===== src/rtl/pipeline_pkg.sv =====
// Shared pipeline definitions: mul/div sequencer states and the default widths/latency
// used by the hazard controller and its interface.
package pipeline_pkg;

  localparam int REG_BITS_DEFAULT   = 5;
  localparam int MD_LATENCY_DEFAULT = 8;

  typedef enum logic [1:0] {
    IDLE,
    BUSY,
    DONE
  } md_state_t;

endpackage


===== src/rtl/hazard_controller_if.sv =====
// Hazard controller bus: ID/EX hazard sources from the pipeline and the stall/flush
// enables plus mul/div handshake returned to it.
interface hazard_controller_if #(
  parameter int REG_BITS = pipeline_pkg::REG_BITS_DEFAULT
);

  logic [REG_BITS-1:0] rsD;
  logic [REG_BITS-1:0] rtD;
  logic [REG_BITS-1:0] writeRegisterE;
  logic                regWriteE;
  logic                memToRegE;
  logic                branchTakenE;
  logic                mdReqE;

  logic                stallF;
  logic                stallD;
  logic                stallE;
  logic                flushD;
  logic                flushE;
  logic                flushM;
  logic                mdStart;
  logic                mdBusy;
  logic                mdResultValid;

  modport master (
    output rsD, rtD, writeRegisterE, regWriteE, memToRegE, branchTakenE, mdReqE,
    input  stallF, stallD, stallE, flushD, flushE, flushM, mdStart, mdBusy, mdResultValid
  );

  modport slave (
    input  rsD, rtD, writeRegisterE, regWriteE, memToRegE, branchTakenE, mdReqE,
    output stallF, stallD, stallE, flushD, flushE, flushM, mdStart, mdBusy, mdResultValid
  );

endinterface


===== src/rtl/hazard_controller_md_sequencer.sv =====
// Mul/div sequencer: freezes the front of the pipeline for MD_LATENCY cycles per op,
// then flags one cycle in which the result may be captured into EX/MEM.
module md_sequencer
  import pipeline_pkg::*;
#(
  parameter int MD_LATENCY = MD_LATENCY_DEFAULT
) (
  input  logic      clk,
  input  logic      reset,
  input  logic      mdReqE,
  output logic      mdStart,
  output logic      mdBusy,
  output logic      mdResultValid,
  output logic      mdStall,
  output md_state_t state
);

  localparam int                  CNT_BITS = $clog2(MD_LATENCY + 1);
  localparam logic [CNT_BITS-1:0] CNT_LOAD = CNT_BITS'(MD_LATENCY - 1);
  localparam logic [CNT_BITS-1:0] CNT_LAST = CNT_BITS'(1);

  logic [CNT_BITS-1:0] cnt;

  // The request cycle itself is the first stall cycle, so BUSY only covers the
  // remaining MD_LATENCY-1 cycles; a latency of 1 skips BUSY entirely.
  always_ff @(posedge clk) begin
    if (reset) begin
      state  <= IDLE;
      cnt    <= '0;
      mdBusy <= 1'b0;
    end else begin
      case (state)
        IDLE: begin
          if (mdReqE) begin
            cnt <= CNT_LOAD;
            if (MD_LATENCY == 1) begin
              state  <= DONE;
              mdBusy <= 1'b0;
            end else begin
              state  <= BUSY;
              mdBusy <= 1'b1;
            end
          end
        end
        BUSY: begin
          cnt <= cnt - 1'b1;
          if (cnt == CNT_LAST) begin
            state  <= DONE;
            mdBusy <= 1'b0;
          end
        end
        DONE: begin
          state  <= IDLE;
          mdBusy <= 1'b0;
        end
        default: begin
          state  <= IDLE;
          mdBusy <= 1'b0;
        end
      endcase
    end
  end

  assign mdStart       = !reset && (state == IDLE) && mdReqE;
  assign mdResultValid = !reset && (state == DONE);
  assign mdStall       = mdStart || (!reset && (state == BUSY));

endmodule


===== src/rtl/hazard_controller.sv =====
// Pipeline hazard controller: merges mul/div freezes with load-use stalls and
// taken-branch flushes into the pipeline register stall/flush enables.
module hazard_controller
  import pipeline_pkg::*;
#(
  parameter int MD_LATENCY = MD_LATENCY_DEFAULT,
  parameter int REG_BITS   = REG_BITS_DEFAULT
) (
  input logic               clk,
  input logic               reset,
  hazard_controller_if.slave bus
);

  localparam logic [REG_BITS-1:0] ZERO_REG = '0;

  md_state_t mdState;
  logic      mdStall;
  logic      hazardWindow;
  logic      loadUse;
  logic      branchFlush;
  logic      loadStall;

  md_sequencer #(
    .MD_LATENCY(MD_LATENCY)
  ) sequencer (
    .clk          (clk),
    .reset        (reset),
    .mdReqE       (bus.mdReqE),
    .mdStart      (bus.mdStart),
    .mdBusy       (bus.mdBusy),
    .mdResultValid(bus.mdResultValid),
    .mdStall      (mdStall),
    .state        (mdState)
  );

  // Load-use and branch handling only apply in IDLE, and a mul/div request wins over both.
  assign hazardWindow = !reset && (mdState == IDLE) && !bus.mdReqE;

  assign loadUse = bus.memToRegE && bus.regWriteE && (bus.writeRegisterE != ZERO_REG) &&
                   ((bus.writeRegisterE == bus.rsD) || (bus.writeRegisterE == bus.rtD));

  // A taken branch squashes the ID instruction, so its load-use stall is pointless.
  assign branchFlush = hazardWindow && bus.branchTakenE;
  assign loadStall   = hazardWindow && !bus.branchTakenE && loadUse;

  assign bus.stallF = mdStall || loadStall;
  assign bus.stallD = mdStall || loadStall;
  assign bus.stallE = mdStall;
  assign bus.flushD = branchFlush;
  assign bus.flushE = branchFlush || loadStall;
  assign bus.flushM = mdStall;

endmodule


===== src/flat_wrapper.sv =====
// flat-port wrapper written by rule: the top's interface ports become plain ports
module hazard_controller_flat import pipeline_pkg::*;
#(
  parameter int MD_LATENCY = MD_LATENCY_DEFAULT,
  parameter int REG_BITS   = REG_BITS_DEFAULT
)
  (clk, reset, bus_rsD, bus_rtD, bus_writeRegisterE, bus_regWriteE, bus_memToRegE, bus_branchTakenE, bus_mdReqE, bus_stallF, bus_stallD, bus_stallE, bus_flushD, bus_flushE, bus_flushM, bus_mdStart, bus_mdBusy, bus_mdResultValid);
  hazard_controller_if #(.REG_BITS(REG_BITS)) bus_i ();
  input logic clk;
  input logic reset;
  input wire logic [$bits(bus_i.rsD)-1:0] bus_rsD;
  input wire logic [$bits(bus_i.rtD)-1:0] bus_rtD;
  input wire logic [$bits(bus_i.writeRegisterE)-1:0] bus_writeRegisterE;
  input wire logic [$bits(bus_i.regWriteE)-1:0] bus_regWriteE;
  input wire logic [$bits(bus_i.memToRegE)-1:0] bus_memToRegE;
  input wire logic [$bits(bus_i.branchTakenE)-1:0] bus_branchTakenE;
  input wire logic [$bits(bus_i.mdReqE)-1:0] bus_mdReqE;
  output wire logic [$bits(bus_i.stallF)-1:0] bus_stallF;
  output wire logic [$bits(bus_i.stallD)-1:0] bus_stallD;
  output wire logic [$bits(bus_i.stallE)-1:0] bus_stallE;
  output wire logic [$bits(bus_i.flushD)-1:0] bus_flushD;
  output wire logic [$bits(bus_i.flushE)-1:0] bus_flushE;
  output wire logic [$bits(bus_i.flushM)-1:0] bus_flushM;
  output wire logic [$bits(bus_i.mdStart)-1:0] bus_mdStart;
  output wire logic [$bits(bus_i.mdBusy)-1:0] bus_mdBusy;
  output wire logic [$bits(bus_i.mdResultValid)-1:0] bus_mdResultValid;
  assign bus_i.rsD = bus_rsD;
  assign bus_i.rtD = bus_rtD;
  assign bus_i.writeRegisterE = bus_writeRegisterE;
  assign bus_i.regWriteE = bus_regWriteE;
  assign bus_i.memToRegE = bus_memToRegE;
  assign bus_i.branchTakenE = bus_branchTakenE;
  assign bus_i.mdReqE = bus_mdReqE;
  assign bus_stallF = bus_i.stallF;
  assign bus_stallD = bus_i.stallD;
  assign bus_stallE = bus_i.stallE;
  assign bus_flushD = bus_i.flushD;
  assign bus_flushE = bus_i.flushE;
  assign bus_flushM = bus_i.flushM;
  assign bus_mdStart = bus_i.mdStart;
  assign bus_mdBusy = bus_i.mdBusy;
  assign bus_mdResultValid = bus_i.mdResultValid;
  hazard_controller #(.MD_LATENCY(MD_LATENCY), .REG_BITS(REG_BITS)) u_core (.clk(clk), .reset(reset), .bus(bus_i));
endmodule

===== config.mk =====
export PLATFORM = sky130hd
export DESIGN_NAME = hazard_controller_flat
export DESIGN_NICKNAME = d
export VERILOG_FILES = /design/src/rtl/pipeline_pkg.sv /design/src/rtl/hazard_controller_if.sv /design/src/rtl/hazard_controller_md_sequencer.sv /design/src/rtl/hazard_controller.sv /design/src/flat_wrapper.sv
export SDC_FILE = /design/constraint.sdc
export NUM_CORES = 1
export LEC_CHECK = 0
export CORE_MARGIN = 5
export CORE_UTILIZATION = 33
export DETAILED_ROUTE_END_ITERATION = 10
export PLACE_DENSITY = 0.7
export REMOVE_ABC_BUFFERS = 1
export SYNTH_ARGS = -nofsm -noshare
export SYNTH_HDL_FRONTEND = slang
export SYNTH_SLANG_ARGS = --single-unit

===== constraint.sdc =====
create_clock -name clk -period 1.4 [get_ports clk]
set_input_delay 0.35 -clock clk [delete_from_list [all_inputs] [get_ports clk]]
set_output_delay 0.35 -clock clk [all_outputs]
set_load 0.01 [all_outputs]

**Word-level counts from Yosys, hierarchy flattened**

Index checks and enable logic that the tools add are counted.

- Output and inout port bits: 9
- Bits in registers: 7
- Word-level logic and storage cells: 42
- Bits of input ports: 21

- Reductions and logical operators: 23
- $add $sub $neg: 1
- Equal/unequal tests: 7
- Mux-type cells: 8

Operators with widths:

| kind | count |
|---|---|
| $logic_and A1 B1 Y1 | 11 |
| $eq A5 B5 Y1 | 2 |
| $pmux W4 S2 | 1 |
| $reduce_bool A5 Y1 | 1 |
| $eq A4 B1 Y1 const B | 1 |
| $logic_or A1 B1 Y1 | 4 |
| $mux W2 | 2 |
| $mux W4 | 1 |
| $ne A2 B2 Y1 const B | 2 |
| $pmux W2 S2 | 1 |
| $reduce_and A2 Y1 | 2 |
| $sub A4 B1 Y4 const B | 1 |
| $logic_not A1 Y1 | 3 |
| $eq A2 B1 Y1 const B | 1 |
| $eq A2 B2 Y1 const B | 1 |
| $logic_not A2 Y1 | 1 |
| $mux W1 | 2 |
| $pmux W1 S2 | 1 |
| $reduce_bool A2 Y1 | 1 |

**Depth between registers and ports, before layout**

- Depth after elaboration: 6
- Mapped depth: 5
- Depth with buffers taken out: 5

**Modules after synthesis**

Synthesis repeated with hierarchy kept, for this count alone.

- Cell total of the unflattened synthesis: 61
- Area total of the unflattened synthesis: 518.0 sq um

Modules (own cells, without submodules):

| module | cells an instance | times used | seq. area each (sq um) | area each (sq um) |
|---|---|---|---|---|
| md_sequencer | 37 | 1 | 140.1 | 332.8 |
| hazard_controller | 24 | 1 | 0.0 | 185.2 |

**Worst setup path before layout**

OpenSTA, ideal clock, no wires.

- Path type: input port to output port
- Start point: in bus_writeRegisterE[2]
- End point: out bus_stallF
- Data required time: 1050 ps
- Buffers on the path: 1
- Stages on the path: 5
- Slack: -150 ps
- Arrival: 1200 ps
- Cells stage by stage: xor2_1 > nor3_1 > a22oi_1 > o21ai_1 > buf_4

- Longest elaborated chain between the ends: 5
- Elaborated cells between the ends (all ways): 8
- Those cells by class: eq/ne: 2; reduce/logical: 6

Ends and longest elaborated chain:

| element | RTL line | text |
|---|---|---|
| from (decl) | flat_wrapper.sv:13 | `input wire logic [$bits(bus_i.writeRegisterE)-1:0] bus_writeRegisterE;` |
| $eq A5 B5 Y1 or $reduce_bool A5 Y1 (tied branches) | hazard_controller.sv:40, hazard_controller.sv:39 |  |
| $logic_or A1 B1 Y1 or $logic_and A1 B1 Y1 (tied branches) | hazard_controller.sv:40, hazard_controller.sv:39 |  |
| $logic_and A1 B1 Y1 * | hazard_controller.sv:39 | `assign loadUse = bus.memToRegE && bus.regWriteE && (bus.writeRegisterE != ZERO_REG) &&` |
| $logic_and A1 B1 Y1 * | hazard_controller.sv:44 | `assign loadStall = hazardWindow && !bus.branchTakenE && loadUse;` |
| $logic_or A1 B1 Y1 * | -- |  |
| to (decl) | flat_wrapper.sv:18 | `output wire logic [$bits(bus_i.stallF)-1:0] bus_stallF;` |

Mark *: on every way between the ends. The rest lies on a longest branch, timed or not.

**Worst setup path in the final report**

- Start point: in bus_writeRegisterE[1]
- End point: out bus_stallF

- Longest elaborated chain between the ends: 5
- Elaborated cells between the ends (all ways): 8
- Those cells by class: eq/ne: 2; reduce/logical: 6

Ends and longest elaborated chain:

| element | RTL line | text |
|---|---|---|
| $eq A5 B5 Y1 or $reduce_bool A5 Y1 (tied branches) | hazard_controller.sv:40, hazard_controller.sv:39 |  |
| $logic_or A1 B1 Y1 or $logic_and A1 B1 Y1 (tied branches) | hazard_controller.sv:40, hazard_controller.sv:39 |  |
| $logic_and A1 B1 Y1 * | hazard_controller.sv:39 |  |
| $logic_and A1 B1 Y1 * | hazard_controller.sv:44 |  |
| $logic_or A1 B1 Y1 * | hazard_controller.sv:46 | `assign bus.stallF = mdStall \|\| loadStall;` |

Marks and branches as above.

==> flow_summary_export.csv <==
group,metric,value,unit
run_status,outcome,"complete, but fails checks",
run_status,violations,"setup timing",
setup_path,timing.rr.end,"u_core.sequencer.cnt[2]$_SDFFE_PP0P_",
yosys,synth_warnings,0,
setup_path,required,1.05,ns
setup_path,critPathKind,"in2out",
setup_path,worst-path-max-fanout,3,
clocking,cts_buffers,3,
setup_path,r2r_slack,0.26,ns
drt,drc,0,
drt,vias_per_cell,4.992,
grt,grt_util_all_layers,0.1454,
setup_path,critPathSlowestCell,"nor3_1",
power,vdd_ir_drop_max,0.0005748,V
setup_path,reg2reg_depth,5,
timing,min_period,1.611,ns
final_layout,drive_above_1_share,0.4779,
floorplan,start_util,0.3514,
floorplan,fp.dieArea,2529,µm²
grt,grt_pass1_vias,649,
setup_path,endpoint_kind,"primary output",
timing,tns,-0.7437,ns
setup_path,r2r-start,"u_core.sequencer.cnt[0]$_SDFFE_PP0P_",
timing,finalClockSkew,0.009274,ns
final_layout,layout_commonest_cell,"buf_2",
setup_path,cpMostUsedCell,"buf_2",
yosys,avgSynthCellArea,7.650,µm²
clocking,cts.sinks,7,
placed_design,place_congestion,0.7798,
floorplan,core_area,1524,µm²
grt,grt_pass1_wl,2856,µm
power,power_density,730.7,nW/µm²
worst_hold_path,hp-start,"reset",
timing,fmax,620.9,MHz
drt,drtAntennaViolNets,0,
drt,wire_per_inst,14.02,µm
yosys,synth_cells,70,
final_layout,final_cell_mix,"12 x buf_2, 11 x nor2_1, 10 x buf_6, 9 x xor2_1, 9 x buf_4",
power,p_leak,0.4539,nW
timing,post-route-period-util,1.150,
timing,setup_viol,8,
flow_run,max_cap_viol_count,0,
yosys,netlist_area,535.5,µm²
floorplan,row_count,14,
drt,drt_iter0_markers,1,
clocking,htree_num_levels,1,
worst_hold_path,hold_path_end,"u_core.sequencer.cnt[3]$_SDFFE_PP0P_",
placed_design,dp_hpwl,1311,µm
setup_path,start_kind,"input pin",
clocking,root_buffer,"clkbuf_4",
clocking,clkLatencyLatePin,0.26,ns
setup_path,worst_ep_arrival_time,1.26,ns
floorplan,die_w,50.29,µm
timing,maxSlewHeadroom,0.8527,
timing,holdWs,0.4518,ns
yosys,synth-seq-cells,7,
timing,finalHoldViolCount,0,
setup_path,worstPathCellList,"buf_2 -> xor2_1 -> nor3_1 -> a22oi_2 -> o21ai_1 -> buf_2",
placed_design,place_area,880.8,µm²
final_layout,final_nets,137,
final_layout,fin_area,965.9,µm²
timing,slew_viol_final,0,
placed_design,place.port_buffers,29,
placed_design,place_inst,119,
clocking,cts_tree,"done",
final_layout,antenna_cells,0,
drt,dr.pass1.iters,4,
clocking,holdBufCountCts,0,
yosys,ys_seq_area_frac,0.2617,
floorplan,io-pin-count,30,
yosys,ys_types,26,
final_layout,fin_cells,129,
timing,setup_ws,-0.2105,ns
timing,rsz0062_at_grt,"true",
final_layout,areaGrowthSynthToFinish,80.37,%
drt,num_vias,644,
clocking,clk_pin_slew,0.06,ns
drt,totalWireLength,1808,µm
setup_path,slowest_delay,0.22,ns
floorplan,dieHeight,50.29,µm
grt,grt.overflow.total,0,
clocking,clock_path_buffers,2,
worst_hold_path,hold_path.class,"in2reg",
worst_hold_path,whs_path_depth,3,
timing,tightest_slew,0.2193,ns
grt,antenna_found_initial,0,
grt,grt_start_max_net_pins,9,
final_layout,n_fill_cell,139,
## what timing repair did
item | in CTS | in global routing
resized for setup | 96 | 23
setup buffers | 3 | 4
endpoints found under the hold margin | 0 | 0
pin swaps | 17 | 15
setup endpoints to repair | 9 | 8
## critical path: cells and delay by family
family	cells	cell delay, ns
buf+inv	2	0.28
simple gates	1	0.22
compound gates	2	0.25
xor+xnor	1	0.16
## report_power, final
part / total (mW) / internal [mW] / leakage [nW] / switching (mW)
clock network: 0.189 / 0.109 / 0.0150 / 0.0794
registers: 0.242 / 0.219 / 0.0591 / 0.0225
logic: 0.276 / 0.153 / 0.380 / 0.123
## metrics by stage
stage                 util  setup WS [ns]  power (mW)
CTS                 0.5772        -0.2027      0.6710
global route        0.6338        -0.2706      0.7548
floorplan                -       -0.07002      0.3465
finish              0.6338        -0.2105      0.7058
global placement    0.5780         -1.012      0.4901
detailed placement  0.5780         -1.021      0.4952
## worst max path at each step
stage	start	to	cells after the start
2_1_floorplan	bus_writeRegisterE[2]	bus_stallD	4
3_3_place_gp	bus_writeRegisterE[0]	bus_stallF	6
3_5_place_dp	bus_writeRegisterE[0]	bus_stallF	6
4_1_cts	u_core.sequencer.state[1]$_SDFFE_PP0P_	bus_stallF	5
5_1_grt	bus_rtD[0]	bus_stallD	6
6_report	bus_writeRegisterE[1]	bus_stallF	6
## sequential cells by signal (all words and copies together) (netlist names)
signal                   count
u_core.sequencer.cnt         4
u_core.sequencer.mdBusy      1
u_core.sequencer.state       2
## synthesized netlist by cell type (all sizes together)
cell,count,area (µm²)
and4,1,8.760
inv,3,11.26
nand2,4,15.01
a31oi,1,6.260
nor4b,1,8.760
a211oi,3,22.52
nor3b,1,7.510
ha,2,25.02
nand3b,1,7.510
a21oi,2,10.01
o21bai,1,7.510
a22oi,1,7.510
mux2,1,11.26
and3,1,6.260
nor3,5,30.03
o21ai,4,20.02
nand4,1,6.260
buf,5,32.53
dfxtp,7,140.1
nor2,14,57.55
xor2,10,87.58
nor2b,1,6.260
## metal layers
layer  share of wire  global-route usage  vias to the layer above
met5               0                   0                        -
li1                -                   -                      327
met1            0.43              0.1684                      300
met2            0.52              0.2490                       15
met4           0.011             0.04803                        0
met3           0.039             0.04734                        2
## kinds of logic (layout without fill, tap and decap cells)
| family | after synthesis | after routing | synth area share |
|---|---|---|---|
| multiplexers | 1 | 1 | 0.02103 |
| adder cells (fa/ha/maj) | 2 | 2 | 0.04672 |
| flip-flops | 7 | 7 | 0.2617 |
| XOR/XNOR | 10 | 10 | 0.1635 |
| AO/OA/AOI/OAI | 12 | 12 | 0.1379 |
| AND/OR/NAND/NOR | 30 | 30 | 0.2874 |
| buffers and inverters | 8 | 51 | 0.08177 |
## layout make-up
class	count	area [µm²]	share of cell area
Multi-Input combinational cell	55	412.9	0.4275
Timing Repair Buffer	44	350.3	0.3627
Sequential cell	7	145.1	0.1503
Clock buffer	4	26.28	0.02720
Tap cell	16	20.02	0.02073
Inverter	3	11.26	0.01166
(Power assumes the default switching activity.)
